==> config.mk <==
export PLATFORM = sky130hd
export DESIGN_NAME = encoder_16x4_seq
export DESIGN_NICKNAME = d
export VERILOG_FILES = /design/src/rtl/encoder_16x4_seq.sv
export SDC_FILE = /design/constraint.sdc
export NUM_CORES = 1
export LEC_CHECK = 0
export CORE_MARGIN = 3
export CORE_UTILIZATION = 38
export DETAILED_ROUTE_END_ITERATION = 7
export PLACE_DENSITY = 0.65
export SLEW_MARGIN = 20
export SYNTH_ARGS = -nofsm -noshare
export SYNTH_HDL_FRONTEND = slang
export SYNTH_SLANG_ARGS = --single-unit
export TNS_END_PERCENT = 5
==> constraint.sdc <==
create_clock -name clk -period 7 [get_ports clk]
set_input_delay 0.7 -clock clk [delete_from_list [all_inputs] [get_ports clk]]
set_output_delay 0.7 -clock clk [all_outputs]
set_load 0.01 [all_outputs]
==> src/rtl/encoder_16x4_seq.sv <==
// Sequential 16-to-4 encoder: accepts a multi-hot word and emits the index of
// each set bit, one per handshake, in priority order selected by LSB_FIRST.
module encoder_16x4_seq #(
    parameter bit LSB_FIRST = 1'b1
) (
    input  logic        clk,
    input  logic        rst,
    input  logic        en,
    input  logic        in_valid,
    output logic        in_ready,
    input  logic [15:0] in_vec,
    output logic        out_valid,
    input  logic        out_ready,
    output logic [3:0]  out_idx,
    output logic        out_last,
    output logic        zero_err
);

    typedef enum logic [0:0] {
        IDLE = 1'b0,
        EMIT = 1'b1
    } state_t;

    state_t      state;
    state_t      state_d;
    logic [15:0] pend;
    logic [15:0] pend_d;
    logic [15:0] pend_minus_one;
    logic        zero_err_d;

    assign in_ready       = (state == IDLE) && en && !rst;
    assign out_valid      = (state == EMIT);
    assign pend_minus_one = pend - 16'd1;
    // A single set bit is the only case where clearing the lowest bit empties pend
    assign out_last       = (pend != 16'h0) && ((pend & pend_minus_one) == 16'h0);

    // The last assignment in the scan wins, so scan direction sets priority
    always_comb begin
        out_idx = 4'd0;
        if (LSB_FIRST) begin
            for (int i = 15; i >= 0; i--) begin
                if (pend[i]) begin
                    out_idx = 4'(i);
                end
            end
        end else begin
            for (int i = 0; i < 16; i++) begin
                if (pend[i]) begin
                    out_idx = 4'(i);
                end
            end
        end
    end

    always_comb begin
        state_d    = state;
        pend_d     = pend;
        zero_err_d = 1'b0;
        case (state)
            IDLE: begin
                if (in_valid && in_ready) begin
                    if (in_vec != 16'h0) begin
                        pend_d  = in_vec;
                        state_d = EMIT;
                    end else begin
                        zero_err_d = 1'b1;
                    end
                end
            end
            EMIT: begin
                if (out_ready) begin
                    pend_d[out_idx] = 1'b0;
                    if (out_last) begin
                        state_d = IDLE;
                    end
                end
            end
            default: begin
                state_d = IDLE;
                pend_d  = 16'h0;
            end
        endcase
    end

    always_ff @(posedge clk) begin
        if (rst) begin
            state    <= IDLE;
            pend     <= 16'h0;
            zero_err <= 1'b0;
        end else begin
            state    <= state_d;
            pend     <= pend_d;
            zero_err <= zero_err_d;
        end
    end

endmodule

Word-level counts from Yosys, hierarchy flattened:

Cells that the tools add are included.

* input bits: 21
* output and inout port bits: 8
* register bits: 18

* add/subtract/negate cells: 1
* bitwise logic cells: 5
* equal/unequal tests: 3
* $lt $le $gt $ge: 2
* multiplexer cells: 28
* reduce and logical (&&, ||, !) cells: 11

Operators with widths (number)
* $mux W4: 16
* $mux W16: 3
* $and A16 B16 Y16: 2
* $pmux W16 S2: 1
* $reduce_bool A16 Y1: 2
* $logic_not A16 Y1: 1
* $not A16 Y16: 1
* $sub A16 B1 Y16 const B: 1
* $mux W1: 6
* $logic_and A1 B1 Y1: 5
* $lt A4 B5 Y1 const B: 1
* $demux W1 S4: 1
* $ge A4 B1 Y1 const B: 1
* $ne A2 B1 Y1 const B: 2
* $reduce_and A3 Y1: 1
* $reduce_or A3 Y1: 1
* $ne A2 B2 Y1 const B: 1
* $not A1 Y1: 2
* $pmux W1 S2: 1
* $logic_not A1 Y1: 1

Depth between registers and ports, before layout:

Gate-level depths: netlist of the first run.

* depth after elaboration: 24
* depth in mapped cells: 8

Worst setup path before layout of the first run:

No wires, ideal clock.

* path type: register to output
* start point: register pend[0]
* end point: output port out_last
* buffers on the path: 1
* stages on the path, launching flop included: 7
* data required time: 6.300 ns
* arrival time: 2.089 ns
* slack: 4.211 ns
* path through: dfxtp_1 -> or4_1 -> buf_2 -> or4_1 -> a21oi_1 -> o2111ai_1 -> nor3_1

* word-level cells in the longest chain between the ends: 4

RTL lines
* from (decl): RTL line 26 `logic [15:0] pend;`
* from (signal assigned): RTL line 92 `pend <= pend_d;`
* $sub A16 B1 Y16: RTL line 33 `assign pend_minus_one = pend - 16'd1;`
* $and A16 B16 Y16: RTL line 35 `assign out_last = (pend != 16'h0) && ((pend & pend_minus_one) == 16'h0);`
* $logic_not A16 Y1: RTL line 35
* $logic_and A1 B1 Y1 *: RTL line 35
* to (decl): RTL line 15 `output logic out_last,`

Mark *: on every way between the ends. The rest lies on a longest branch, timed or not.

Final worst setup path of the first run:

* start point: register pend[3]
* end point: output port out_last

The elaborated chain is that of the path after synthesis.

==> results of run 1 <==
## Yosys cell counts (all sizes together) (3+ instances only)
library cell	n
o311ai	3
nand2b	5
nor3	7
o21ai	6
clkbuf	9
a31oi	7
nand2	19
nor4	7
o211ai	3
or4	4
inv	7
mux2i	5
a21oi	17
dfxtp	18
a211oi	7
nand3	8
nor2	13
## worst register-to-register path: stages (launching register included)
cell                        delay [ps]
sky130_fd_sc_hd__dfxtp_1           430
sky130_fd_sc_hd__or4_1             720
sky130_fd_sc_hd__or4_1             560
sky130_fd_sc_hd__a21oi_1           170
sky130_fd_sc_hd__o2111ai_1         170
sky130_fd_sc_hd__o41ai_2           370
sky130_fd_sc_hd__a21oi_1           110
## layout make-up
class | count | area [um^2] | share of cell area
multi-input cells | 136 | 825 | 0.520
flip-flops and latches | 18 | 360 | 0.227
repair buffers | 28 | 280 | 0.177
well taps | 44 | 55.1 | 0.0347
clock buffers | 4 | 36.3 | 0.0229
inverters | 8 | 30.0 | 0.0189
## state kept, by name, indices dropped and copies added, names as in the netlist
signal     count
pend          16
zero_err       1
out_valid      1
## metal layers
layer,share of wire,up-vias,track usage,routed length (um)
met1,0.43,699,0.269,1820
met5,0,-,0,0
met4,0.0086,0,0.0377,36
li1,-,702,-,-
met3,0.085,6,0.0553,355
met2,0.47,84,0.346,1980
## report_power, final
| part | internal (uW) | switching [uW] | leakage, uW |
|---|---|---|---|
| Sequential | 106 | 9.36 | 0.000146 |
| Clock | 31.8 | 37.2 | 0.0000210 |
| Combinational | 45.6 | 50.3 | 0.000365 |
## placed cells by master, fill, tap and decap left out, drive strengths merged, types with 2 or more instances in the layout
cell / n
or4: 4
dfxtp: 18
o41ai: 2
a211oi: 7
a211o: 2
mux2i: 5
a31oi: 7
a311oi: 2
nor4: 7
nand4: 2
o21ai: 6
a21oi: 17
nand3: 8
clkdlybuf4s50: 28
o21bai: 2
nand2: 19
nor2: 13
nor3b: 2
clkbuf: 4
o211ai: 3
o311ai: 3
nand2b: 5
inv: 7
nor3: 7
## kinds of logic (layout without fill, tap and decap cells)
family | Yosys count | count (layout) | synth area share
and+or+nand+nor | 71 | 71 | 0.284
AOI/OAI and AO/OA | 59 | 59 | 0.325
muxes | 5 | 5 | 0.0399
adders and majority gates | 1 | 1 | 0.00798
buffers and inverters | 18 | 40 | 0.0549
DFF | 18 | 18 | 0.287
## worst min path at each step
stage / endpoint / cells after the start / start
finish: pend[0] / 2 / pend[0]
detailed placement: pend[0] / 2 / pend[0]
CTS: pend[0] / 2 / pend[0]
floorplan: pend[0] / 2 / pend[0]
global placement: pend[0] / 2 / pend[0]
global route: pend[0] / 2 / pend[0]
## metrics by stage
| stage | instance area [um^2] | power (uW) | utilization | cells |
|---|---|---|---|---|
| final | 1590 | 281 | 0.511 | 238 |
| after global routing | 1590 | 293 | 0.511 | 238 |
| after CTS | 1590 | 278 | 0.511 | 238 |
| after detailed placement | 1550 | 212 | 0.500 | 234 |
| after global placement | 1550 | 211 | 0.500 | 234 |
| after floorplan | 1250 | 170 | - | 172 |
==> metrics list, run 1 <==
- The flow ran to the end, and the final reports show no timing, DRC or antenna violations.
- The area growth from synthesis to layout is 26.5%.
- The worst setup path is captured at an output pin.
- Netlist Area Pre-Place: 1250 um^2
- In this run the critical register-to-register path is launched from pend[3].
- In this run the power density over the cells is 177 nW/um^2.
* Routability-driven placement congestion ratio: 0.939
* WHS: 567 ps
- The critical path ends at out_last.
- The first routing iteration left 138 violations.
- The final max-slew violation count is 0.
- By instance count, the cell type seen most on the critical path is sky130_fd_sc_hd__or4_1.
* Slowest cell on the critical path: sky130_fd_sc_hd__or4_1
- Static timing analysis puts the maximum clock frequency at 261 MHz.
- Across the VDD grid, the largest voltage drop is 0.000118 V.
* Tmin final: 3830 ps
- Count of clock tree sinks: 18
- The number of gates resized after CTS was 0.
- Avg Synthesized Cell Area: 7.29 um^2
- At the end of the flow, the number of nets in the layout was 216.
- Worst rel slew slack: 0.411
- Number of placement rows: 20
- Data arrival time of the worst path: 3130 ps
- The count of nets left with antenna violations once routing finished came out at 0.
- Post-Synthesis Net Count: 193
* R2r worst-path depth: 6
- Slack of the critical path: 3170 ps
- Hold repair after CTS inserted 0 buffers.
- Ranked by total cell area, the synthesized netlist is headed by sky130_fd_sc_hd__dfxtp_1 29%, sky130_fd_sc_hd__a21oi_1 6.8%, sky130_fd_sc_hd__nand2_1 5.7%, sky130_fd_sc_hd__a211oi_1 4.2%, sky130_fd_sc_hd__mux2i_1 4.0%.
- Setup tns final: 0 ps
- Via count of the first global-routing pass: 1337
* Max-capacitance violation count: 0
- Clk root buf: sky130_fd_sc_hd__clkbuf_4
- Area of the placeable core: 3100 um^2
* Critical path origin: pend[3]
- Before CTS, the worst setup slack after placement is 3510 ps.
- The number of antenna violations at the first check in global routing is 0.
- Antenna diodes: 0
- Summed over all instances, the cell type with the most area after synthesis is sky130_fd_sc_hd__dfxtp_1.
* Port bufs: 28
* Kind of critical path: reg -> out
- Maximum number of pins on one net before global-route repair: 21
- Mean routed wirelength per cell: 17.6 um
- Share of flip-flops with an asynchronous set or reset: 0
* Destination of the worst register-to-register timing path: out_valid
- Die X: 63.4 um
- Setup violations, final: 0
- Number of buffers added by the clock tree synthesis step: 3
- Ratio of routed vias to standard cells: 6.26
- Die area: 4020 um^2
- Among all flip-flop cells after synthesis, the most frequent one is sky130_fd_sc_hd__dfxtp_1.
- The filler cells instantiated in the layout total 312.
* Hpwl dp: 3100 um
- Die Ht: 63.4 um
* Final setup skew: 7.49 ps
* Critical path buffer and inverter count: 1
- Sequential share of the synthesized area: 0.287
- Family with the most delay on the worst path: simple AND/OR/NAND/NOR gates
- Leakage power of the design: 0.000533 uW
* Clock tree from TritonCTS: built
- Across every metal layer, demand over resource in global routing totals 0.207.
* Sort of element at the start of the critical path: flop
- Counting flops with a built-in enable in the synthesized netlist gives 0.
- CTS built an H-tree with a depth of 1.
* Required time at the worst-slack endpoint: 6300 ps
- Type of the most critical hold path: reg -> reg
* Slowest Stage Delay on Critical Path: 710 ps
- Final-report hold violation count: 0
- For the pin with the worst max-slew slack, the measured transition is 876 ps.
- Via total after detailed routing: 1491
- Portion of synthesized cell area occupied by the leading cell type: 0.287
* Distinct cells, synth: 39
- Synthesis inferred 18 register bits.
- Logic depth of the worst path, buffers included: 6
* Register-to-register path setup slack: 4350 ps
- Mapped Cells: 172
- The initial utilization of the core area, before any placement, comes to 0.404.
* Number of warnings printed during yosys synthesis: 0
- Final critical-path share of the clock period: 0.548
- Setup repair after global routing left no endpoint under its margin.
- Number of placed I/O pins: 29
* CP max FO: 11
- Worst skew pair latency: 310 ps
- Clock-pin slew was measured on the worst setup and hold paths at 110 ps.
- Largest buffer count on any clock path: 2
- Summed over all layers, the routed wires come to 4190 um.
* Post-CTS Repair Setup Buffers: 0
* Count of TritonRoute iterations in the first routing pass: 4
* Wire length of the first global-routing pass: 6670 um
* Layout cell share with drive strength beyond 1: 0.0361
- Total congestion overflow after global routing: 0
- In the routed design, unresolved DRC markers number 0.
* Cells traversed along the worst timing path: or4_1 -> or4_1 -> a21oi_1 -> o2111ai_1 -> nor3_1 -> clkdlybuf4s50_1
No activity file was read; power rests on OpenSTA's default activity.
==> inputs of run 2 (changes only) <==
--- a/config.mk
+++ b/config.mk
@@ -8,7 +8,7 @@
 export CORE_MARGIN = 3
 export CORE_UTILIZATION = 38
 export DETAILED_ROUTE_END_ITERATION = 7
-export PLACE_DENSITY = 0.65
+export PLACE_DENSITY = 0.68
 export SLEW_MARGIN = 20
 export SYNTH_ARGS = -nofsm -noshare
 export SYNTH_HDL_FRONTEND = slang
==> constraint.sdc (replaced) <==
create_clock -name clk -period 3.3 [get_ports clk]
set_input_delay 0.33 -clock clk [delete_from_list [all_inputs] [get_ports clk]]
set_output_delay 0.33 -clock clk [all_outputs]
set_load 0.01 [all_outputs]
==> run 2 against run 1 <==
Final cell count up 3.4%. Total power up 120%. First-iteration DRC count up 97%. Count of clock-buffer cells in the layout unchanged. Clock power up 110%. Register-to-register slack worse by 3500 ps. Sequential power up 110%. Non-clock buffer count up 8. Die area unchanged. Critical endpoint is now out_idx[0]. Largest cell class unchanged. Highest routed layer unchanged.
==> metrics list, run 2 (synthesis gave the netlist of run 1 again) <==
- The flow ran to the end, and the final reports show no timing, DRC or antenna violations.
- Data arrival time of the worst path: 2530 ps (-600 ps)
- Post-CTS Hold Buffers: 0 (unchanged)
- The die span in y was 63.4 um (unchanged).
* Via total after detailed routing: 1501 (+0.67%)
- Setup violations, final: 0 (unchanged)
- The ratio of total power to cell area was 368 nW/um^2 (+110%).
- The average via count per standard cell was 6.10 (-2.6%).
- Final core occ: 0.535 (+0.0238)
- The standard-cell row count came to 20 (unchanged).
- The library cell used most frequently in the layout, excluding fill and tap cells, is sky130_fd_sc_hd__clkdlybuf4s50_1.
- The required time reported for the critical path endpoint came to 2970 ps (-3330 ps).
* Mean routed wirelength per cell: 17.2 um (-2.7%)
* Kind of capture point of the worst setup path: output pin
* Antenna diodes: 0 (unchanged)
- The number of DRC violations after detailed routing was 0 (unchanged).
* Count of clock tree sinks: 18 (unchanged)
- Routed length on met1: 1870 um (+2.9%)
* Total congestion overflow after global routing: 0 (unchanged)
- The post-detailed-placement half-perimeter wirelength is 3150 um (+1.7%).
- Most used cells in the layout excluding fill and tap cells: 27 x sky130_fd_sc_hd__clkdlybuf4s50_1, 19 x sky130_fd_sc_hd__nand2_1, 18 x sky130_fd_sc_hd__dfxtp_1, 17 x sky130_fd_sc_hd__a21oi_1, 13 x sky130_fd_sc_hd__nor2_1
- Final critical-path share of the clock period: 0.867
- Min-delay src: pend[0]
- Via count of the first global-routing pass: 1420 (+6.2%)
* Wire length of the first global-routing pass: 6990 um (+4.8%)
* Clock H-tree levels: 1 (unchanged)
- Starting utilization of the core area: 0.404 (unchanged)
* Worst Hold Path Cells: 2 (unchanged)
* Port bufs: 28 (unchanged)
- Worst skew pair latency: 310 ps (about the same)
* Clock tree from TritonCTS: built
- Tmin final: 2860 ps
* CP max FO: 9 (-2)
* Slew at the pin closest to its max-slew limit: 739 ps (-137 ps)
- Routed length on met2: 1940 um (-2.2%)
* Area Growth Syn to Fin: 32.4%
- The path class of the tightest hold or removal check is reg -> reg.
- The number of antenna violations at the first check in global routing was 0 (unchanged).
- The worst IR drop on VDD came to 0.000193 V (+64%).
- The die footprint came to 4020 um^2 (unchanged).
* Die X: 63.4 um (unchanged)
- The cell area after layout came to 1660 um^2 (+4.7%).
- The number of resized instances in the post-cts repair step is 0 (unchanged).
- Layout cell share with drive strength beyond 1: 0.0842 (+0.0481)
* Final-report hold violation count: 0 (unchanged)
- Number of routed nets with antenna violations: 0 (unchanged)
* Uppermost layer routed: met4
- Achievable Freq: 350 MHz
- The instance area after placement is 1610 um^2 (+3.9%).
- The core box area is 3100 um^2 (unchanged).
* Final instance count without filler cells: 246 (+3.4%)
- The net total in the final layout was 224 (+3.7%).
- Filler cell count in the final layout: 322 (+3.2%)
- Register-to-register path setup slack: 840 ps (-3510 ps)
* Count of TritonRoute iterations in the first routing pass: 5 (+1)
- The maximum root-to-sink buffer count is 2 (unchanged).
- The depth of the worst register-to-register path is 6 (unchanged).
* GRT Total Usage: 0.219 (+0.0116)
* Number of placed I/O pins: 29 (unchanged)
- The maximum cell stage delay along the critical path came to 590 ps (-120 ps).
* Reg clk slew, reported paths: 110 ps (about the same)
- Most flop-heavy register: pend
- The total clock buffers created by CTS is 3 (unchanged).
* Setup tns final: 0 ps (unchanged)
- Routability-driven placement congestion ratio: 0.903 (-3.8%)
- The tree is rooted in a sky130_fd_sc_hd__clkbuf_4.
- The endpoint identified for the worst register-to-register timing path is out_valid.
- The number of flip-flops in the largest register is 16 (unchanged).
* Number of DRC markers in iteration 0: 272 (+97%)
- The max capacitance violation total came to 0 (unchanged).
- Maximum number of pins on one net before global-route repair: 20 (-4.8%)
- Sort of element at the start of the critical path: flop
* Hold worst-path end: pend[0]
* Leakage power of the design: 0.000587 uW (+10%)
- Post-CTS Repair Setup Buffers: 0 (unchanged)
- The final max-slew violation count is 0 (unchanged).
- Cell total after placement: 242 (+3.4%)
- Worst reg2reg path startpoint: pend[0]
* Worst rel slew slack: 0.504 (+0.0935)
* Kind of critical path: reg -> out
* Slowest cell on the critical path: sky130_fd_sc_hd__clkdlybuf4s50_1
- The detailed-routed wire length on met3 came to 284 um (-20%).
- RSZ-0062 raised after global routing: no
- The setup clock skew after layout came to 2.16 ps (-5.33 ps).
- Traced cell by cell, the critical path runs through nor2_1 -> a221o_1 -> a2111o_1 -> a31oi_1 -> clkdlybuf4s50_1.
* Wirelength, routed: 4220 um (+0.62%)
## run 2: routing by layer
metal,up-vias,global-route usage
li1,725,-
met4,0,0.0943
met1,692,0.293
met3,12,0.0446
met2,72,0.338
met5,-,0
## run 2: how the worst max path moves through the flow
stage                            end     start  cells after the start
final                     out_idx[0]  pend[11]                      5
after global routing      out_idx[0]  pend[11]                      5
after CTS                   out_last   pend[0]                      6
after detailed placement    out_last   pend[0]                      6
after global placement      out_last   pend[0]                      6
after floorplan             out_last   pend[0]                      6
## run 2: final cells by class
class,instances,area (um^2),share of cell area
tap,44,55.1,0.0332
clock buffer,4,36.3,0.0219
sequential,18,360,0.217
inverter,8,30.0,0.0181
multi-input combinational,136,836,0.503
timing repair buffer,36,343,0.206
## run 2: stage by stage
step | setup slack, ps | total power [uW] | hold slack [ps]
2_1_floorplan | 881 | 360 | 429
3_3_place_gp | 489 | 463 | 533
3_5_place_dp | 433 | 465 | 546
4_1_cts | 74.4 | 607 | 562
5_1_grt | 276 | 643 | 598
6_report | 440 | 611 | 566
## run 2: worst max-delay path: cells and delay by family (launching register included)
family                 cells  cell delay, ps
DFF                        1             480
buffers and inverters      1             590
AOI/OAI and AO/OA          3            1070
and+or+nand+nor            1              80
## run 2: power by group
| part | total [uW] | internal [uW] | switching (uW) |
|---|---|---|---|
| combinational | 223 | 111 | 113 |
| sequential | 243 | 226 | 17.7 |
| clock | 144 | 67.4 | 76.4 |
| total | 611 | 404 | 207 |
